$ cat src/rtl/dec_unit.sv
// Loadable down-counting decrementer with valid/ready load and a one-cycle done pulse.
// Optional feature: define AUTO_RELOAD_EN to reload the last start value at terminal count.
module dec_unit #(
   parameter int DATAWIDTH = 8
) (
   input  logic                 Clk,
   input  logic                 Rst,
   input  logic [DATAWIDTH-1:0] a,
   input  logic                 a_valid,
   output logic                 a_ready,
   input  logic                 en,
   input  logic                 abort,
   output logic [DATAWIDTH-1:0] d,
   output logic                 zero,
   output logic                 done
);

   typedef enum logic {
      IDLE = 1'b0,
      RUN  = 1'b1
   } state_t;

   localparam logic [DATAWIDTH-1:0] ONE = DATAWIDTH'(1);

   state_t               state, state_nxt;
   logic [DATAWIDTH-1:0] d_nxt;
   logic                 done_nxt;

`ifdef AUTO_RELOAD_EN
   logic [DATAWIDTH-1:0] reload, reload_nxt;
`endif

   // NOTE: state is updated with non-blocking assignments so every register samples
   // the same pre-edge values regardless of statement order.
   always_ff @(posedge Clk) begin
      if (Rst) begin
         state  <= IDLE;
         d      <= '0;
         done   <= 1'b0;
`ifdef AUTO_RELOAD_EN
         reload <= '0;
`endif
      end else begin
         state  <= state_nxt;
         d      <= d_nxt;
         done   <= done_nxt;
`ifdef AUTO_RELOAD_EN
         reload <= reload_nxt;
`endif
      end
   end

   // NOTE: every signal gets a default before the branches, so no path leaves a
   // value unassigned and no latch is inferred.
   always_comb begin
      state_nxt  = state;
      d_nxt      = d;
      done_nxt   = 1'b0;
`ifdef AUTO_RELOAD_EN
      reload_nxt = reload;
`endif
      if (abort) begin
         // abort wins over load and over the terminal step, so it never pulses done
         state_nxt = IDLE;
         d_nxt     = '0;
      end else begin
         unique case (state)
            IDLE: begin
               if (a_valid) begin
`ifdef AUTO_RELOAD_EN
                  reload_nxt = a;
`endif
                  if (a != '0) begin
                     d_nxt     = a;
                     state_nxt = RUN;
                  end else begin
                     d_nxt    = '0;
                     done_nxt = 1'b1;
                  end
               end
            end
            RUN: begin
               if (en) begin
                  // terminal detection at 1 (or below) keeps the count from wrapping
                  if (d <= ONE) begin
                     done_nxt = 1'b1;
`ifdef AUTO_RELOAD_EN
                     d_nxt     = reload;
                     state_nxt = RUN;
`else
                     d_nxt     = '0;
                     state_nxt = IDLE;
`endif
                  end else begin
                     d_nxt = d - ONE;
                  end
               end
            end
            default: begin
               state_nxt = IDLE;
               d_nxt     = '0;
            end
         endcase
      end
   end

   always_comb begin
      a_ready = (state == IDLE) && !Rst;
      zero    = (d == '0);
   end

endmodule
$ cat config.mk
export PLATFORM = sky130hd
export DESIGN_NAME = dec_unit
export DESIGN_NICKNAME = d
export VERILOG_FILES = /design/src/rtl/dec_unit.sv
export SDC_FILE = /design/constraint.sdc
export NUM_CORES = 1
export LEC_CHECK = 0
export BUFFER_PORTS_ARGS = -buffer_cell sky130_fd_sc_hd__buf_4
export CAP_MARGIN = 10
export CORE_UTILIZATION = 50
export CTS_BUF_LIST = sky130_fd_sc_hd__clkbuf_8
export CTS_CLUSTER_SIZE = 10
export DETAILED_ROUTE_END_ITERATION = 8
export PLACE_DENSITY = 0.86
export SYNTH_ARGS = -nofsm -noshare
export SYNTH_HDL_FRONTEND = slang
export SYNTH_SLANG_ARGS = --single-unit
$ cat constraint.sdc
create_clock -name Clk -period 2.69 [get_ports Clk]
set_input_delay 0.1345 -clock Clk [delete_from_list [all_inputs] [get_ports Clk]]
set_output_delay 0.1345 -clock Clk [all_outputs]
set_load 0.01 [all_outputs]
==> metrics.yaml, run 1 <==
worst_setup_path:
  worstPathMaxFanout: 9
  crit_type: "reg2out"
  start_kind: "flop"
  cp.depth: 4
  critPathBufInv: 1
  ff2ff_setup_slack_ns: 0.67
  cp-end-kind: "output port"
  reg2reg_to: "state"
  crit_family: "simple AND/OR/NAND/NOR gates"
  arrival_ns: 1.88
  r2r_cells: 4
  crit_required_ns: 2.56
  slowest_stage: "or4_4"
  startpoint: "d[3]"
  timing.rr.start: "d[3]"
  cpPeakStageDelay_ns: 0.59
  crit_chain: "or4_4 > or2_1 > nor3b_1 > buf_4"
  cp-endpoint: "zero"
clock_network:
  cts-buffers-inserted: 3
  cts_root_buf: "clkbuf_8"
  cts_hold_buf: 0
  clk_latency_ns: 0.24
  clock_path_buffers: 2
  post_cts_buffers: 0
  cts.clk_slew.worst_paths_ns: 0.05
  cts.sink_count: 10
  h-tree-depth: 1
  cts_resized: 0
  cts_tree: "built"
logic_synthesis:
  yosysTopAreaCell: "dfxtp_1"
  synth_ff_type: "dfxtp_1"
  synth_enable_flop_cells: 0
  synth.distinct_cells: 34
  synth-async-reset-ratio: 0
  syn_inst: 80
  ys_ff_latch: 10
  yosysSeqAreaShare: 0.304
  syn_avg_cell_area_sq_um: 8.24
  netlist.area_leader.share: 0.304
  syn-num-nets: 96
  syn-cell-area_sq_um: 659
  yosys_warnings: 0
  synth.top_cells.by_area: "dfxtp_1, ha_1, mux2i_1, nor2_1, a22oi_1"
layout:
  syn2layout_area_growth_pct: 36.6
  diodes: 0
  drive_gt1_frac: 0.343
  multiInputGateArea_sq_um: 440
  fillers: 89
  fin_nets: 122
  regArea_sq_um: 200
power:
  leakage_uw: 0.000382
  power_uw: 464
  cellPowerDensity_nw_per_um2: 515
  ir_drop_uv: 409
min_path:
  hold_path_class: "in2reg"
sta:
  slew_headroom: 0.634
  whs_ns: 0.182
  rsz0062_at_grt: "false"
  period_needed_ns: 2.02
  maxSlewViolCount: 0
  worst_clock_skew_ns: 0.00110
  tightest_slew_ns: 0.534
  tns_ns: 0
  fin_crit_sh: 0.750
  max_freq_ghz: 0.496
  finalSetupViolCount: 0
  hold_viol_final: 0
placed_design:
  portBuffers: 23
  place.gp.congestion: 0.872
  dp_hpwl_mm: 1.30
floorplanning:
  ioPinCount: 24
  die_w_um: 38.3
  core-area_sq_um: 1170
  initial_core_util: 0.563
  die_h_um: 38.3
  rows: 12
  die_area_sq_um: 1470
routing:
  dr.first_iter.drc_count: 28
  drtAntennaViolNets: 0
  drt-total-wl_mm: 1.73
  viasPerCell: 6.09
  post_drt_wl_per_cell_um: 14.6
  post-route-drc-count: 0
  dr.pass1.iters: 4
  vias: 725
flow_run:
  max-cap-violations: 0
global_routing:
  overflow: 0
  antenna_found_initial: 0
  grt_max_degree: 12
  grt_pass1_wl_mm: 2.80
  grt_pass1_vias: 665
  grt_util_all_layers: 0.286
status:
  status: "finished clean"
[final cells by class]
class                   instances  area share
inverters                       2     0.00833
well taps                      14      0.0194
repair buffers                 24       0.200
multi-input cells              65       0.489
clock buffers                   4      0.0611
flip-flops and latches         10       0.222
[power breakdown]
| group | internal, uW | leakage [uW] | switching [uW] | total (uW) |
|---|---|---|---|---|
| clock network | 129 | 0.0000288 | 64.0 | 193 |
| logic | 54.4 | 0.000272 | 52.3 | 107 |
| registers | 154 | 0.0000815 | 9.83 | 164 |
[routing by layer]
| metal | vias up | GRT usage | share of wire |
|---|---|---|---|
| met5 | - | 0 | 0 |
| met4 | 0 | 0.161 | 0.027 |
| met3 | 6 | 0.0523 | 0.082 |
| met2 | 33 | 0.458 | 0.46 |
| met1 | 334 | 0.356 | 0.43 |
| li1 | 352 | - | - |
[worst min path at each step]
| stage | slack [ns] | startpoint | to | cells after the start |
|---|---|---|---|---|
| after global placement | 0.42 | abort | d[6] | 3 |
| after floorplan | 0.29 | a[2] | d[2] | 2 |
| after CTS | 0.18 | abort | d[6] | 3 |
| after global routing | 0.19 | abort | d[6] | 3 |
| final | 0.18 | abort | d[6] | 3 |
| after detailed placement | 0.44 | abort | d[6] | 3 |
[cells in the final DEF (no fill, tap or decap), types with 4 or more instances in the layout]
cell type and instances:
nand2_1 5, clkbuf_8 4, a21oi_1 4, dfxtp_1 10, nand3_1 4, nor2_1 8, buf_4 24
[worst register-to-register path, delay by kind of cell (launching register included)]
kind          cells  cell delay [ns]
flops             1             0.38
simple gates      4             1.53
[through the flow]
stage | setup slack (ns) | cell area (sq um) | utilization | instances
6_report | 0.672 | 901 | 0.769 | 119
5_1_grt | 0.601 | 901 | 0.769 | 119
2_1_floorplan | 0.722 | 659 | - | 80
4_1_cts | 0.687 | 901 | 0.769 | 119
3_3_place_gp | 0.733 | 846 | 0.722 | 115
3_5_place_dp | 0.694 | 846 | 0.722 | 115
[state kept, by name, indices dropped and copies added (netlist names)]
name,flops
d,8
state,1
done,1
[Yosys cell counts (2+ instances only)]
| cell | instances |
|---|---|
| a211oi_1 | 2 |
| a21oi_1 | 4 |
| a22oi_1 | 3 |
| a31oi_1 | 2 |
| clkbuf_1 | 2 |
| dfxtp_1 | 10 |
| ha_1 | 3 |
| inv_1 | 2 |
| mux2i_1 | 3 |
| nand2_1 | 5 |
| nand2b_1 | 2 |
| nand3_1 | 4 |
| nor2_1 | 8 |
| nor2b_1 | 2 |
| nor3b_1 | 2 |
| nor4_1 | 3 |
| o21a_1 | 2 |
| o22ai_1 | 2 |
| or2_2 | 2 |
| or3_1 | 2 |
| or4_1 | 2 |
[logic make-up after synthesis]
kind of cell / Yosys count / synth area share
AO/OA/AOI/OAI: 22 / 0.250
flip-flops: 10 / 0.304
buffers and inverters: 5 / 0.0285
multiplexers: 4 / 0.0626
adder cells (fa/ha/maj): 3 / 0.0569
AND/OR/NAND/NOR: 36 / 0.298
Power figures use the tool's default switching activity.
==> run 2, diff against run 1 <==
--- a/config.mk
+++ b/config.mk
@@ -7,11 +7,11 @@
 export LEC_CHECK = 0
 export BUFFER_PORTS_ARGS = -buffer_cell sky130_fd_sc_hd__buf_4
 export CAP_MARGIN = 10
-export CORE_UTILIZATION = 50
+export CORE_UTILIZATION = 45
 export CTS_BUF_LIST = sky130_fd_sc_hd__clkbuf_8
 export CTS_CLUSTER_SIZE = 10
 export DETAILED_ROUTE_END_ITERATION = 8
-export PLACE_DENSITY = 0.86
+export PLACE_DENSITY = 0.82
 export SYNTH_ARGS = -nofsm -noshare
 export SYNTH_HDL_FRONTEND = slang
 export SYNTH_SLANG_ARGS = --single-unit
==> constraint.sdc (replaced) <==
create_clock -name Clk -period 1.75 [get_ports Clk]
set_input_delay 0.0875 -clock Clk [delete_from_list [all_inputs] [get_ports Clk]]
set_output_delay 0.0875 -clock Clk [all_outputs]
set_load 0.01 [all_outputs]
==> run 2 against run 1 <==
- the run now ends with negative setup slack left
- cell area is 17% higher
- first-iteration DRC count increased by 82%
- final cell count is 13% higher
- global-route usage is 1.4 points higher
- wire length rose by 50%
- worst hold slack lost 0.053 ns
- via count up 20%
- clock skew rose by 0.0011 ns
- combinational power rose by 110%
- sequential share of layout area is 2.6 points lower
- critical endpoint unchanged
==> metrics.yaml, run 2 (synthesized netlist as in run 1, its figures left out) <==
sta:
  max_freq_ghz: 0.529
  maxSlewViolCount: 0  # unchanged
  rsz0062_at_grt: "true"
  hold_viol_final: 0  # unchanged
  worst_clock_skew_ns: 0.00223  # +0.00112 ns
  whs_ns: 0.129  # -0.0529 ns
  period_needed_ns: 1.89
  fin_crit_sh: 1.08
  slew_headroom: 0.667  # +0.0328
  finalSetupViolCount: 7  # +7
  tightest_slew_ns: 0.495  # -0.0385 ns
  finalWorstSetupSlack_ns: -0.139  # -0.812 ns
worst_setup_path:
  worstPathMaxFanout: 3  # -6
  crit_chain: "or4_4 > or2_4 > buf_6 > nor3b_2 > buf_4"
  crit_required_ns: 1.66  # -0.90 ns
  cpPeakStageDelay_ns: 0.57  # -0.02 ns
  reg2reg_to: "state"
  cp-end-kind: "output port"
  startpoint: "d[6]"
  ff2ff_setup_slack_ns: -0.13  # -0.80 ns
  r2r_cells: 4  # unchanged
  crit_family: "simple AND/OR/NAND/NOR gates"
  timing.rr.start: "d[6]"
  arrival_ns: 1.80  # -0.08 ns
  slowest_stage: "or4_4"
  cp.depth: 5  # +1
  crit_type: "reg2out"
  start_kind: "flop"
  critPathBufInv: 2  # +1
layout:
  top_regs: "d: 8 flops, done: 1 flops, state: 1 flops"
  finalNonFillerCells: 134  # +13%
  drive_gt1_frac: 0.546  # +0.203
  fillers: 95  # +6.7%
  diodes: 0  # unchanged
  fin_nets: 136  # +11%
  largest_reg_flops: 8  # unchanged
  syn2layout_area_growth_pct: 59.8
  layout_common_cells: "buf_4, nor2_1, nand2_1, dfxtp_2, dfxtp_1"
  largest_register: "d"
  layout.core_utilization: 0.790  # +0.0206
  final_common_cell: "buf_4"
routing:
  drtAntennaViolNets: 0  # unchanged
  post_drt_wl_per_cell_um: 19.4  # +33%
  dr.pass1.iters: 4  # unchanged
  dr.first_iter.drc_count: 51  # +82%
  post-route-drc-count: 0  # unchanged
  viasPerCell: 6.50  # +6.7%
  vias: 871  # +20%
  drt-total-wl_mm: 2.60  # +50%
global_routing:
  grt_max_degree: 12  # unchanged
  grt_pass1_vias: 714  # +7.4%
  grt_pass1_wl_mm: 3.18  # +14%
  overflow: 0  # unchanged
  antenna_found_initial: 0  # unchanged
  grt_util_all_layers: 0.300  # +0.0138
floorplanning:
  die_area_sq_um: 1620  # +11%
  rows: 13  # +1
  die_w_um: 40.3  # +5.1%
  die_h_um: 40.3  # +5.1%
  ioPinCount: 24  # unchanged
  initial_core_util: 0.494  # -0.0687
  core-area_sq_um: 1330  # +14%
min_path:
  holdPathStages: 3  # unchanged
  hold_path_class: "in2reg"
  min_from: "abort"
  hold_end: "d[6]"
status:
  violations: "negative setup slack"
  status: "finished with violations"
clock_network:
  clock_path_buffers: 2  # unchanged
  clk_latency_ns: 0.24  # about the same
  cts-buffers-inserted: 3  # unchanged
  cts.sink_count: 10  # unchanged
  cts_hold_buf: 0  # unchanged
  cts_tree: "built"
  cts.clk_slew.worst_paths_ns: 0.05  # about the same
  h-tree-depth: 1  # unchanged
  cts_root_buf: "clkbuf_8"
power:
  cellPowerDensity_nw_per_um2: 739  # +43%
  ir_drop_uv: 543  # +33%
  power_uw: 779  # +68%
  leakage_uw: 0.000460  # +20%
placed_design:
  place.gp.congestion: 0.802  # -8.0%
  dp.cells: 128  # +11%
  dp_hpwl_mm: 1.55  # +20%
  portBuffers: 23  # unchanged
  place_ws_ns: -0.112  # -0.806 ns
flow_run:
  max-cap-violations: 0  # unchanged
## run 2: cell count changes in the layout (fill, tap and decap cells not counted), moves of 2 or more
| cell | change |
|---|---|
| dfxtp_1 | -5 |
| ha_1 | -2 |
| a21oi_2 | +2 |
| buf_4 | +13 |
| nor3b_1 | -2 |
| a21oi_1 | -2 |
| ha_2 | +2 |
| nor3b_2 | +2 |
| dfxtp_2 | +5 |
## run 2: area by class of cell
class                   instances  area [sq um]  share of cell area
clock buffers                   4          55.1              0.0523
inverters                       2          7.51             0.00713
multi-input cells              65           477               0.452
flip-flops and latches         10           206               0.196
well taps                      15          18.8              0.0178
repair buffers                 38           289               0.274
## run 2: per-stage QoR
stage	TNS, ns	area [sq um]
after global placement	-0.111	941
after global routing	-0.541	1050
after detailed placement	-0.158	941
final	-0.366	1050
after floorplan	-0.225	663
after CTS	-0.155	1040
## run 2: worst max-delay path by stage
stage,end,slack (ns)
2_1_floorplan,state,-0.13
3_3_place_gp,state,-0.09
3_5_place_dp,state,-0.11
4_1_cts,zero,-0.09
5_1_grt,zero,-0.16
6_report,zero,-0.14
## run 2: where the power goes
group          internal, uW  switching [uW]
Combinational           119             109
Sequential              239            13.8
Clock                   199            99.2
## run 2: metal layers
metal | share of wire | wire length, um | up-vias | track usage
met4 | 0.041 | 106 | 0 | 0.117
met2 | 0.48 | 1250 | 63 | 0.508
li1 | - | - | 385 | -
met1 | 0.36 | 945 | 403 | 0.385
met5 | 0 | 0 | - | 0
met3 | 0.11 | 295 | 20 | 0.0333
## run 2: timing repair
action / in CTS / in global routing
buffers inserted: 2 / 0
endpoints found under the setup margin: 7 / 8
cloned: 0 / 0
pin swaps: 8 / 5
resized for setup: 9 / 5
## run 2: worst register-to-register path, delay by kind of cell (launching register included)
| family | cells | cell delay, ns |
|---|---|---|
| and+or+nand+nor | 4 | 1.45 |
| DFF | 1 | 0.32 |
